[config.mk]
export PLATFORM = sky130hd
export DESIGN_NAME = storage_arbiter
export DESIGN_NICKNAME = d
export VERILOG_FILES = /design/src/rtl/storage_arbiter.sv
export SDC_FILE = /design/constraint.sdc
export NUM_CORES = 1
export LEC_CHECK = 0
export ABC_AREA = 0
export CORE_MARGIN = 2
export CORE_UTILIZATION = 37
export CTS_BUF_LIST = sky130_fd_sc_hd__clkbuf_4 sky130_fd_sc_hd__clkbuf_8
export CTS_CLUSTER_DIAMETER = 150
export DETAILED_ROUTE_END_ITERATION = 7
export PLACE_DENSITY = 0.84
export SKIP_LAST_GASP = 1
export SLEW_MARGIN = 15
export SYNTH_ARGS = -nofsm -noshare
export SYNTH_HDL_FRONTEND = slang
export SYNTH_SLANG_ARGS = --single-unit
[constraint.sdc]
create_clock -name clk -period 3.75 [get_ports clk]
set_clock_uncertainty 0.2 [all_clocks]
set_input_delay 0.75 -clock clk [delete_from_list [all_inputs] [get_ports clk]]
set_output_delay 0.75 -clock clk [all_outputs]
set_load 0.05 [all_outputs]
[src/rtl/storage_arbiter.sv]
// Arbitrates NUM_REQ requesters onto the single storage_controller port, one transaction at a time.
// Optional macro STORAGE_ARB_RR_EN selects round-robin arbitration instead of fixed priority.
module storage_arbiter #(
    parameter int NUM_REQ        = 3,
    parameter int TIMEOUT_CYCLES = 1024
) (
    input  logic                  clk,
    input  logic                  rst,
    input  logic                  prog_mode,
    input  logic [NUM_REQ-1:0]    req_valid,
    input  logic [NUM_REQ-1:0]    req_we,
    input  logic [NUM_REQ*32-1:0] req_addr,
    input  logic [NUM_REQ*32-1:0] req_wdata,
    input  logic [NUM_REQ*4-1:0]  req_be,
    output logic [NUM_REQ-1:0]    req_done,
    output logic [NUM_REQ-1:0]    req_err,
    output logic [31:0]           rsp_rdata,
    output logic                  busy,
    output logic                  memory_access,
    output logic                  memory_is_writing,
    output logic [31:0]           addr,
    output logic [31:0]           d_in,
    output logic [3:0]            mem_be,
    input  logic [31:0]           d_out,
    input  logic                  out_valid
);

    localparam int IDX_W = (NUM_REQ > 1) ? $clog2(NUM_REQ) : 1;
    localparam int CNT_W = (TIMEOUT_CYCLES > 2) ? $clog2(TIMEOUT_CYCLES) : 1;

    typedef enum logic [1:0] {
        ST_IDLE,
        ST_ISSUE,
        ST_WAIT,
        ST_RELEASE
    } state_t;

    state_t             state_q, state_d;
    logic [IDX_W-1:0]   grant_q, grant_d;
    logic               we_q, we_d;
    logic [31:0]        addr_q, addr_d;
    logic [31:0]        wdata_q, wdata_d;
    logic [3:0]         be_q, be_d;
    logic [CNT_W-1:0]   cnt_q, cnt_d;
    logic               err_q, err_d;
    logic [31:0]        rsp_q, rsp_d;
    logic [IDX_W-1:0]   winner;
    logic               any_req;
    logic               port_active;

`ifdef STORAGE_ARB_RR_EN
    logic [IDX_W-1:0]   ptr_q, ptr_d;
    logic               found;
    int unsigned        cand;

    // Search begins one past the last granted requester so everyone gets a turn.
    always_comb begin
        winner  = '0;
        found   = 1'b0;
        cand    = 0;
        any_req = |req_valid;
        for (int k = 1; k <= NUM_REQ; k++) begin
            cand = (int'(ptr_q) + k) % NUM_REQ;
            if (!found && req_valid[cand]) begin
                winner = IDX_W'(cand);
                found  = 1'b1;
            end
        end
    end
`else
    always_comb begin
        winner  = '0;
        any_req = |req_valid;
        for (int i = NUM_REQ - 1; i >= 0; i--) begin
            if (req_valid[i]) begin
                winner = IDX_W'(i);
            end
        end
    end
`endif

    always_comb begin
        state_d = state_q;
        grant_d = grant_q;
        we_d    = we_q;
        addr_d  = addr_q;
        wdata_d = wdata_q;
        be_d    = be_q;
        cnt_d   = cnt_q;
        err_d   = err_q;
        rsp_d   = rsp_q;
`ifdef STORAGE_ARB_RR_EN
        ptr_d   = ptr_q;
`endif
        case (state_q)
            ST_IDLE: begin
                if (!prog_mode && any_req) begin
                    grant_d = winner;
                    we_d    = req_we[winner];
                    addr_d  = req_addr[int'(winner)*32 +: 32];
                    wdata_d = req_wdata[int'(winner)*32 +: 32];
                    be_d    = req_be[int'(winner)*4 +: 4];
                    state_d = ST_ISSUE;
                end
            end
            ST_ISSUE: begin
                cnt_d   = '0;
                err_d   = 1'b0;
                state_d = we_q ? ST_RELEASE : ST_WAIT;
            end
            ST_WAIT: begin
                // A response arriving on the timeout cycle still counts as success.
                if (out_valid) begin
                    rsp_d   = d_out;
                    err_d   = 1'b0;
                    state_d = ST_RELEASE;
                end else if (TIMEOUT_CYCLES != 0 && cnt_q == CNT_W'(TIMEOUT_CYCLES - 1)) begin
                    rsp_d   = '0;
                    err_d   = 1'b1;
                    state_d = ST_RELEASE;
                end else begin
                    cnt_d = cnt_q + 1'b1;
                end
            end
            ST_RELEASE: begin
                cnt_d   = '0;
                state_d = ST_IDLE;
`ifdef STORAGE_ARB_RR_EN
                ptr_d   = grant_q;
`endif
            end
            default: state_d = ST_IDLE;
        endcase
    end

    always_ff @(posedge clk or posedge rst) begin
        if (rst) begin
            state_q <= ST_IDLE;
            grant_q <= '0;
            we_q    <= 1'b0;
            addr_q  <= '0;
            wdata_q <= '0;
            be_q    <= '0;
            cnt_q   <= '0;
            err_q   <= 1'b0;
            rsp_q   <= '0;
`ifdef STORAGE_ARB_RR_EN
            ptr_q   <= '0;
`endif
        end else begin
            state_q <= state_d;
            grant_q <= grant_d;
            we_q    <= we_d;
            addr_q  <= addr_d;
            wdata_q <= wdata_d;
            be_q    <= be_d;
            cnt_q   <= cnt_d;
            err_q   <= err_d;
            rsp_q   <= rsp_d;
`ifdef STORAGE_ARB_RR_EN
            ptr_q   <= ptr_d;
`endif
        end
    end

    // Port outputs decode straight from state so reset clears them without waiting for a clock.
    always_comb begin
        port_active       = (state_q == ST_ISSUE) || (state_q == ST_WAIT);
        busy              = (state_q != ST_IDLE);
        memory_access     = port_active;
        memory_is_writing = port_active & we_q;
        addr              = port_active ? addr_q : '0;
        d_in              = port_active ? wdata_q : '0;
        mem_be            = port_active ? be_q : '0;
        rsp_rdata         = rsp_q;
        req_done          = '0;
        req_err           = '0;
        if (state_q == ST_RELEASE) begin
            if (err_q) begin
                req_err[grant_q] = 1'b1;
            end else begin
                req_done[grant_q] = 1'b1;
            end
        end
    end

endmodule

# Word level (Yosys, flattened, before mapping)

Cells that the tools add are included.

Add/sub/neg operators: 1
Magnitude comparators: 3
Eq/ne operators: 8
Shift-type cells: 3
Multiplexer cells: 27
Bitwise logic cells: 1
Reductions and logical operators: 16

Operator list:

| cell                                                                                | number |
|---|---|
| 96-bit by 8-bit variable part select with 32-bit output                             | 2 |
| 32-bit two-way mux                                                                  | 4 |
| 10-bit two-way mux                                                                  | 2 |
| 10-bit case mux with 2 select lines                                                 | 1 |
| 2-bit two-way mux                                                                   | 6 |
| 3-bit two-way mux                                                                   | 4 |
| 12-bit by 5-bit variable part select with 4-bit output                              | 1 |
| 10-bit by 1-bit adder with 10-bit output, second input constant                     | 1 |
| 10-bit == test, second input constant                                               | 1 |
| 2-bit case mux with 4 select lines                                                  | 1 |
| 2-bit AND reduction                                                                 | 4 |
| 2-bit nonzero test                                                                  | 4 |
| 2-bit by 3-bit less-than comparator with 1-bit output, second input constant        | 2 |
| 2-bit inequality test, second input constant                                        | 3 |
| 1-bit two-way mux                                                                   | 5 |
| 2-bit == test, second input constant                                                | 2 |
| 4-bit two-way mux                                                                   | 1 |
| 3-bit inequality test, second input constant                                        | 1 |
| 3-bit AND reduction                                                                 | 1 |
| 3-bit OR reduction                                                                  | 1 |
| 1-bit binary-select mux with 2-bit select                                           | 1 |
| 1-bit demux with 2-bit select                                                       | 1 |
| 2-bit by 1-bit == test with 1-bit output, second input constant                     | 1 |
| 2-bit by 1-bit greater-or-equal comparator with 1-bit output, second input constant | 1 |
| 7 further kinds                                                                     | 8 |

Register bits: 116
Logic and storage cells: 68

# Logic depth before layout (Yosys ltp)

Gate-level depths: netlist of the first run.

Depth in word-level cells: 6
Depth in mapped cells: 7

# Least setup slack after synthesis of the first run

OpenSTA, ideal clock, no wires.

Kind: register to output
From: register state_q[0]
To: output port d_in[22]
Arrival time: 1.989 ns
Required time: 2.800 ns
Setup slack: 0.811 ns
Stages on the path, launching flop included: 6
Buffers on the path: 2
Cell sequence: dfrtp_1 > inv_1 > ha_1 > clkbuf_1 > clkbuf_1 > and2_1

Longest elaborated chain between the ends: 3

Ends and longest elaborated chain:

| item                                                                      | line | text |
|---|---|---|
| start: declaration                                                        | 38   | `state_t state_q, state_d;` |
| start signal: assignment                                                  | 151  | `state_q <= state_d;` |
| 2-bit by 1-bit == test with 1-bit output or 2-bit == test (tied branches) | 168  | `port_active = (state_q == ST_ISSUE) \|\| (state_q == ST_WAIT);` |
| 1-bit logical OR *                                                        | 168  |  |
| net memory_access                                                         | 19   | `output logic memory_access,` |
| 32-bit two-way mux *                                                      | 173  | `d_in = port_active ? wdata_q : '0;` |
| end: declaration                                                          | 22   | `output logic [31:0] d_in,` |

The timed path passes the listed nets; every way through them passes the cells marked *.

# Final worst setup path of the first run

From: register state_q[1]
To: output port addr[0]

Longest elaborated chain between the ends: 3

Ends and longest elaborated chain:

| item                                                                      | line | text |
|---|---|---|
| 2-bit by 1-bit == test with 1-bit output or 2-bit == test (tied branches) | 168  |  |
| 1-bit logical OR *                                                        | 168  |  |
| 32-bit two-way mux *                                                      | 172  | `addr = port_active ? addr_q : '0;` |
| end: declaration                                                          | 21   | `output logic [31:0] addr,` |

Mark *: on every way between the ends. The rest lies on a longest branch, timed or not.

==> qor.yml, run 1 <==
fin_crit_ps: 3460
cpMostUsedCell: "buf_4"
syn_area_sq_mm: 0.00653
cts_resized: 0
max_clock_freq_ghz: 0.289
rows: 48
endpoint_kind: "output pin"
tightest_slew_ps: 725
cts_tree: "built"
via_count: 6045
synth_cell_types: 38
clkTransAtPathRegs_ps: 70
numCtsBuffers: 17
cts_setup_buffers: 0
grt_max_degree: 71
path_cells: "inv_1 -> ha_2 -> buf_4 -> and2_1 -> buf_4"
drt-initial-drc-count: 210
clock_path_buffers: 2
die_h_um: 137
fin_tns_setup_ps: 0
worstPathArrival_ps: 2510
cp_max_fo: 49
start_kind: "flip-flop"
io-pin-count: 355
grt_usage_pct: 22.3
path_class: "flip-flop to output pin"
fin_util_pct: 60.9
wirelength_mm: 20.7
fin_cells: 1211
drv_cap: 0
fillCellCount: 1463
route.antenna.remaining_nets: 0
layout.nets: 1225
dieArea_sq_mm: 0.0187
die_x_um: 137
p_int_uw: 4620
fin_crit_sh_pct: 92.4
grt_pass1_vias: 6163
place_congestion: 0.832
ys_ff_latch: 116
clk_latency_ps: 440
ys_warn_count: 0
drive_above_1_share_pct: 20.6
start_util_pct: 37.7
relSlewSlack_pct: 51.5
area_growth_syn_to_layout_pct: 61.4
antenna_found_initial: 0
p_per_area_mw_per_mm2: 909
synth_fp_nets: 883
critical-path-max-stage-delay_ps: 610
use_met1_pct: 25.3
cp.required_ps: 2800
dpl.hpwl_mm: 16.0
power_frac_comb_pct: 65.8
cts.sinks: 116
synth_edf_count: 0
grt_setup_unrepaired: "false"
slowest_stage: "ha_2"
synthArstFlopShare_pct: 100
core_region_area_sq_mm: 0.0173
grt_pass1_wl_mm: 31.8
synth_flop_cell: "dfrtp_1"
busiest_layer: "met2"
path_buf_inv: 3
vias_per_cell: 4.99
status: "finished clean"
portBuffers: 354
power_frac_seq_pct: 22.5
p_total_uw: 9580
antennaDiodeCount: 0
grt_util_met3_pct: 6.96
slew_viol_final: 0
p_leak_uw: 0.00447
htreeDepth: 4
ctsHoldBuffers: 0
clockPowerShare_pct: 11.7
hold_viol: 0
cts-root-buf: "clkbuf_8"
p_sw_share_pct: 51.7
drc_errors: 0
ir_worst_vdd_mv: 0.824
p_sw_uw: 4960
post_synth.cell_area_avg_sq_um: 10.3
syn_inst: 631
grt.overflow.total: 0
path_delay_family: "buffers and inverters"
setup-violations-final: 0
min_path_type: "flip-flop to flip-flop"
ys_seq_area_share_pct: 44.5
dp_cells: 1179
routedWlPerCell_um: 17.1
drt_pre_antenna_iters: 4
met2_usage_pct: 38.8
-- cell usage after synthesis (2+ instances only) --
| master | number | area [sq um] |
|---|---|---|
| a21oi_1 | 72 | 360 |
| a22o_1 | 32 | 280 |
| a31oi_1 | 2 | 12.5 |
| and2_1 | 71 | 444 |
| and4_1 | 2 | 17.5 |
| buf_2 | 17 | 85.1 |
| buf_6 | 5 | 56.3 |
| clkbuf_1 | 27 | 101 |
| dfrtp_1 | 116 | 2900 |
| ha_1 | 6 | 75.1 |
| inv_1 | 6 | 22.5 |
| mux2_2 | 72 | 811 |
| mux2i_1 | 71 | 711 |
| nand2_1 | 5 | 18.8 |
| nand2b_1 | 3 | 18.8 |
| nand3_1 | 4 | 20.0 |
| nor2_1 | 77 | 289 |
| nor3_1 | 7 | 35.0 |
| nor3_2 | 2 | 20.0 |
| o21ai_0 | 6 | 30.0 |
| o31ai_1 | 11 | 82.6 |
-- metrics by stage --
step | setup slack (ps) | hold WS (ps) | instance area (sq um)
after floorplan | 811 | 272 | 6530
after global placement | 767 | 280 | 10200
after detailed placement | 724 | 288 | 10200
after CTS | 211 | 304 | 10500
after global routing | 76.2 | 313 | 10500
final | 285 | 301 | 10500
-- worst register-to-register path, cell delays in order, from the launching register on --
cell and delay, ps:
dfrtp_1 420, inv_1 160, ha_1 280, nand3_1 100
nor3_1 470, buf_4 250, or3_1 250, o21ai_0 130
-- metal layers --
layer | vias to the layer above | part of all wire (%)
met5 | - | 0
met4 | 0 | 2.6
met3 | 35 | 8.0
met2 | 231 | 50
met1 | 2866 | 39
li1 | 2913 | -
-- power by group through the flow --
stage | logic [uW] | clock network (uW) | registers, uW
6_report | 6300 | 1120 | 2160
5_1_grt | 6620 | 1220 | 2230
4_1_cts | 6370 | 1160 | 2160
3_5_place_dp | 6350 | 0 | 2170
3_3_place_gp | 6280 | 0 | 2160
2_1_floorplan | 3800 | 0 | 2620
-- placed cells by master, fill, tap and decap left out, types with 4 or more instances in the layout --
cell and count:
clkdlybuf4s50_1 285, dfrtp_1 116, buf_4 85, nor2_1 77, a21oi_1 72, mux2_2 72, mux2i_1 71, and2_1 71
a22o_1 32, clkbuf_8 17, o31ai_1 11, nor3_1 7, inv_6 7, o21ai_0 6, inv_1 5, nand2_1 5
ha_1 5, nand3_1 4, clkinvlp_4 4, buf_12 4
-- registers in the layout, summed over array words and instances, names as in the netlist --
register and cells:
rsp_rdata 32, cnt_q 10, err_q 1, wdata_q 32, grant_q 2, we_q 1, state_q 2, addr_q 32
be_q 4
-- layout make-up --
class | instances | area (sq um) | share of cell area (%)
clock buffers | 17 | 234 | 2.22
clock inverters | 15 | 145 | 1.38
inverters | 6 | 26.3 | 0.249
multi-input cells | 458 | 3370 | 32.0
flip-flops and latches | 116 | 2900 | 27.6
well taps | 225 | 282 | 2.67
repair buffers | 374 | 3570 | 33.9
-- worst paths after layout --
path | endpoint | depth (start not counted) | from | slack, ps
max in group asynchronous | wdata_q[10] | 3 | rst | 2090
max | addr[0] | 5 | state_q[1] | 290
min reg2reg | addr_q[23] | 1 | addr_q[23] | 300
max reg2reg | cnt_q[2] | 7 | state_q[0] | 1370
min | addr_q[23] | 1 | addr_q[23] | 300
min in group asynchronous | rsp_rdata[30] | 2 | rst | 570
-- cells by family (layout without fill, tap and decap cells) --
group                      count (synthesis)  in the layout  synth area share (%)
AOI/OAI and AO/OA                        132            132                  13.0
adders and majority gates                  6              6                  1.15
buffers and inverters                     57            412                  4.20
DFF                                      116            116                  44.5
muxes                                    143            143                  23.3
and+or+nand+nor                          177            177                  13.9
Power figures use the tool's default switching activity.
==> run 2: changes to the inputs <==
--- a/config.mk
+++ b/config.mk
@@ -12,7 +12,6 @@
 export CTS_CLUSTER_DIAMETER = 150
 export DETAILED_ROUTE_END_ITERATION = 7
 export PLACE_DENSITY = 0.84
-export SKIP_LAST_GASP = 1
 export SLEW_MARGIN = 15
 export SYNTH_ARGS = -nofsm -noshare
 export SYNTH_HDL_FRONTEND = slang
==> results of run 2 <==
No change in the layout: final DEF, timing and power equal those of run 1.
==> variant, RTL diff (config.mk and constraints of run 1) <==
Change the parameter `TIMEOUT_CYCLES` from 1024 to 256.
--- a/src/rtl/storage_arbiter.sv
+++ b/src/rtl/storage_arbiter.sv
@@ -2,7 +2,7 @@
 // Optional macro STORAGE_ARB_RR_EN selects round-robin arbitration instead of fixed priority.
 module storage_arbiter #(
     parameter int NUM_REQ        = 3,
-    parameter int TIMEOUT_CYCLES = 1024
+    parameter int TIMEOUT_CYCLES = 256
 ) (
     input  logic                  clk,
     input  logic                  rst,
Formal check against the unedited RTL: same outputs for any inputs over 4 cycles, from zero or initial values and one cycle with rst high; that may be too few to reach the edited logic, so the function may still have changed.
==> variant against run 1 <==
- clock power shrank 4%
- power rose by 0.11%
- area after synthesis shrank 1.9%
- largest cell class unchanged
- critical path depth did not move
- sequential share of layout area is 0.46 points lower
- sequential cell count shrank 2
- cell area barely moved
- wire length decreased by 2.8%
- critical endpoint is now addr[27]
- non-clock buffer count down 8
- setup slack worse by 110 ps
- largest power group unchanged
- final cell count shrank 1.7%
- highest routed layer unchanged
==> variant: results (changes against run 1) <==
sta:
  slew_headroom_pct: 34.0  # was 51.5%
clock_tree:
  clock-root-buffer: "clkbuf_8"  # unchanged
  cts.clk_slew.worst_paths_ps: 70  # about the same
  clock_latency_ps: 440  # about the same
  numCtsBuffers: 17  # unchanged
  cts_setup_buffers: 0  # unchanged
  htreeDepth: 4  # unchanged
  clock_path_buffers: 2  # unchanged
final_layout:
  diodes: 0  # unchanged
  instances_no_fill: 1191  # was 1,211
  fill_cells: 1470  # was 1,463
  drive_above_1_share_pct: 14.4  # was 20.6%
detailed_routing:
  drc_errors: 0  # unchanged
  via_per_inst: 4.92  # was 4.99
  drt_iter0_markers: 203  # was 210
  dr.pass1.iters: 4  # unchanged
  wl_um: 20100  # was 20,700 um
logic_synthesis:
  synthAdderAreaFrac_pct: 1.17  # was 1.15%
  synthXorXnorAreaFrac_pct: 0  # unchanged
  async_reset_ff_share_pct: 100  # unchanged
  synth.most_common_cell: "dfrtp_1"  # unchanged
  synth_compound_area_share_pct: 12.4  # was 13.0%
  synthMuxAreaShare_pct: 23.4  # was 23.3%
  synth_fp_nets: 868  # was 883
  yosys-top-cells-count: "114 x dfrtp_1, 73 x a21oi_1, 71 x and2_1, 71 x mux2_2, 70 x mux2i_1"  # was 116 x dfrtp_1, 77 x nor2_1, 72 x a21oi_1, 72 x mux2_2
  synth_area_leaders: "dfrtp_1 45%, mux2_2 12%, mux2i_1 11%"  # was dfrtp_1 44%, mux2_2 12%, mux2i_1 11%
  ys_seq_area_share_pct: 44.5  # about the same
  yosys_warnings: 0  # unchanged
  synth_cell_types: 33  # was 38
  synth_ff_type: "dfrtp_1"  # unchanged
  avgSynthCellArea_sq_um: 10.4  # was 10.3 sq um
min_path:
  hp-class: "flip-flop to flip-flop"  # unchanged
outcome:
  outcome: "finished, final reports clean"  # unchanged
global_routing:
  grt_max_degree: 75  # was 71
  use_met1_pct: 24.1  # was 25.3%
  grt_pass1_wl_um: 30600  # was 31,800 um
  antenna_found_initial: 0  # unchanged
  use_met2_pct: 38.5  # was 38.8%
  grt_usage_pct: 21.6  # was 22.3%
  grt_pass1_vias: 5946  # was 6,163
  met3_usage_pct: 6.02  # was 6.96%
pwr:
  p_leak_nw: 4.25  # was 4.47 nW
  peakVddDrop_v: 0.000783  # was 0.000824 V
placed_design:
  portBuffers: 354  # unchanged
  dpl.hpwl_um: 15600  # was 16,000 um
  place_congestion: 0.813  # was 0.832
worst_setup_path:
  worstPathMaxFanout: 38  # was 49
  crit_arrival_ps: 2620  # was 2510 ps
==> variant: critical path, stage by stage, from the launching register on <==
cell,delay [ps]
dfrtp_1,420
inv_1,110
ha_2,330
buf_4,270
and2_1,220
clkdlybuf4s50_1,810
==> variant: cells by family after synthesis <==
family	count (synthesis)
adders and majority gates	6
DFF	114
and+or+nand+nor	173
muxes	141
buffers and inverters	54
AOI/OAI and AO/OA	128
==> variant: layer usage <==
| layer | vias up | routed length (um) |
|---|---|---|
| met2 | 234 | 10400 |
| met5 | - | 0 |
| met1 | 2749 | 7560 |
| li1 | 2841 | - |
| met4 | 0 | 597 |
| met3 | 40 | 1580 |
==> variant: area by class of cell <==
class	count	area, sq um	share of cell area (%)
sequential	114	2850	27.1
clock buffer	19	255	2.42
multi-input combinational	448	3310	31.5
tap	225	282	2.67
inverter	6	26.3	0.250
timing repair buffer	366	3690	35.0
clock inverter	13	114	1.08
==> variant: worst paths after layout <==
check	startpoint	end	slack, ps	cells past startpoint
worst max-delay path	state_q[1]	addr[27]	180	5
worst min-delay path	cnt_q[7]	cnt_q[7]	290	1
worst max register to register	state_q[0]	cnt_q[2]	1230	6
worst min register to register	cnt_q[7]	cnt_q[7]	290	1
max in group asynchronous	rst	wdata_q[3]	2220	3
min in group asynchronous	rst	rsp_rdata[29]	420	2
==> variant: repair_timing <==
action / 4_1_cts / 5_1_grt
hold buffers: 0 / 0
gates resized for setup: 0 / 1
endpoints found under the setup margin: 0 / 1
==> variant: report_power, final <==
part / internal (W) / total (W) / switching, W
combinational: 0.00242 / 0.00635 / 0.00394
sequential: 0.00181 / 0.00216 / 0.000349
clock: 0.000544 / 0.00108 / 0.000532
==> variant: metrics by stage <==
step           setup slack, ps  utilization, %  instance area (sq um)  power (W)
6_report                   177            61.5                  10500    0.00959
5_1_grt                   20.4            61.5                  10500     0.0101
4_1_cts                   71.6            61.5                  10500    0.00968
3_5_place_dp               579            59.3                  10200    0.00857
3_3_place_gp               613            59.3                  10200    0.00847
2_1_floorplan              810               -                   6410    0.00635
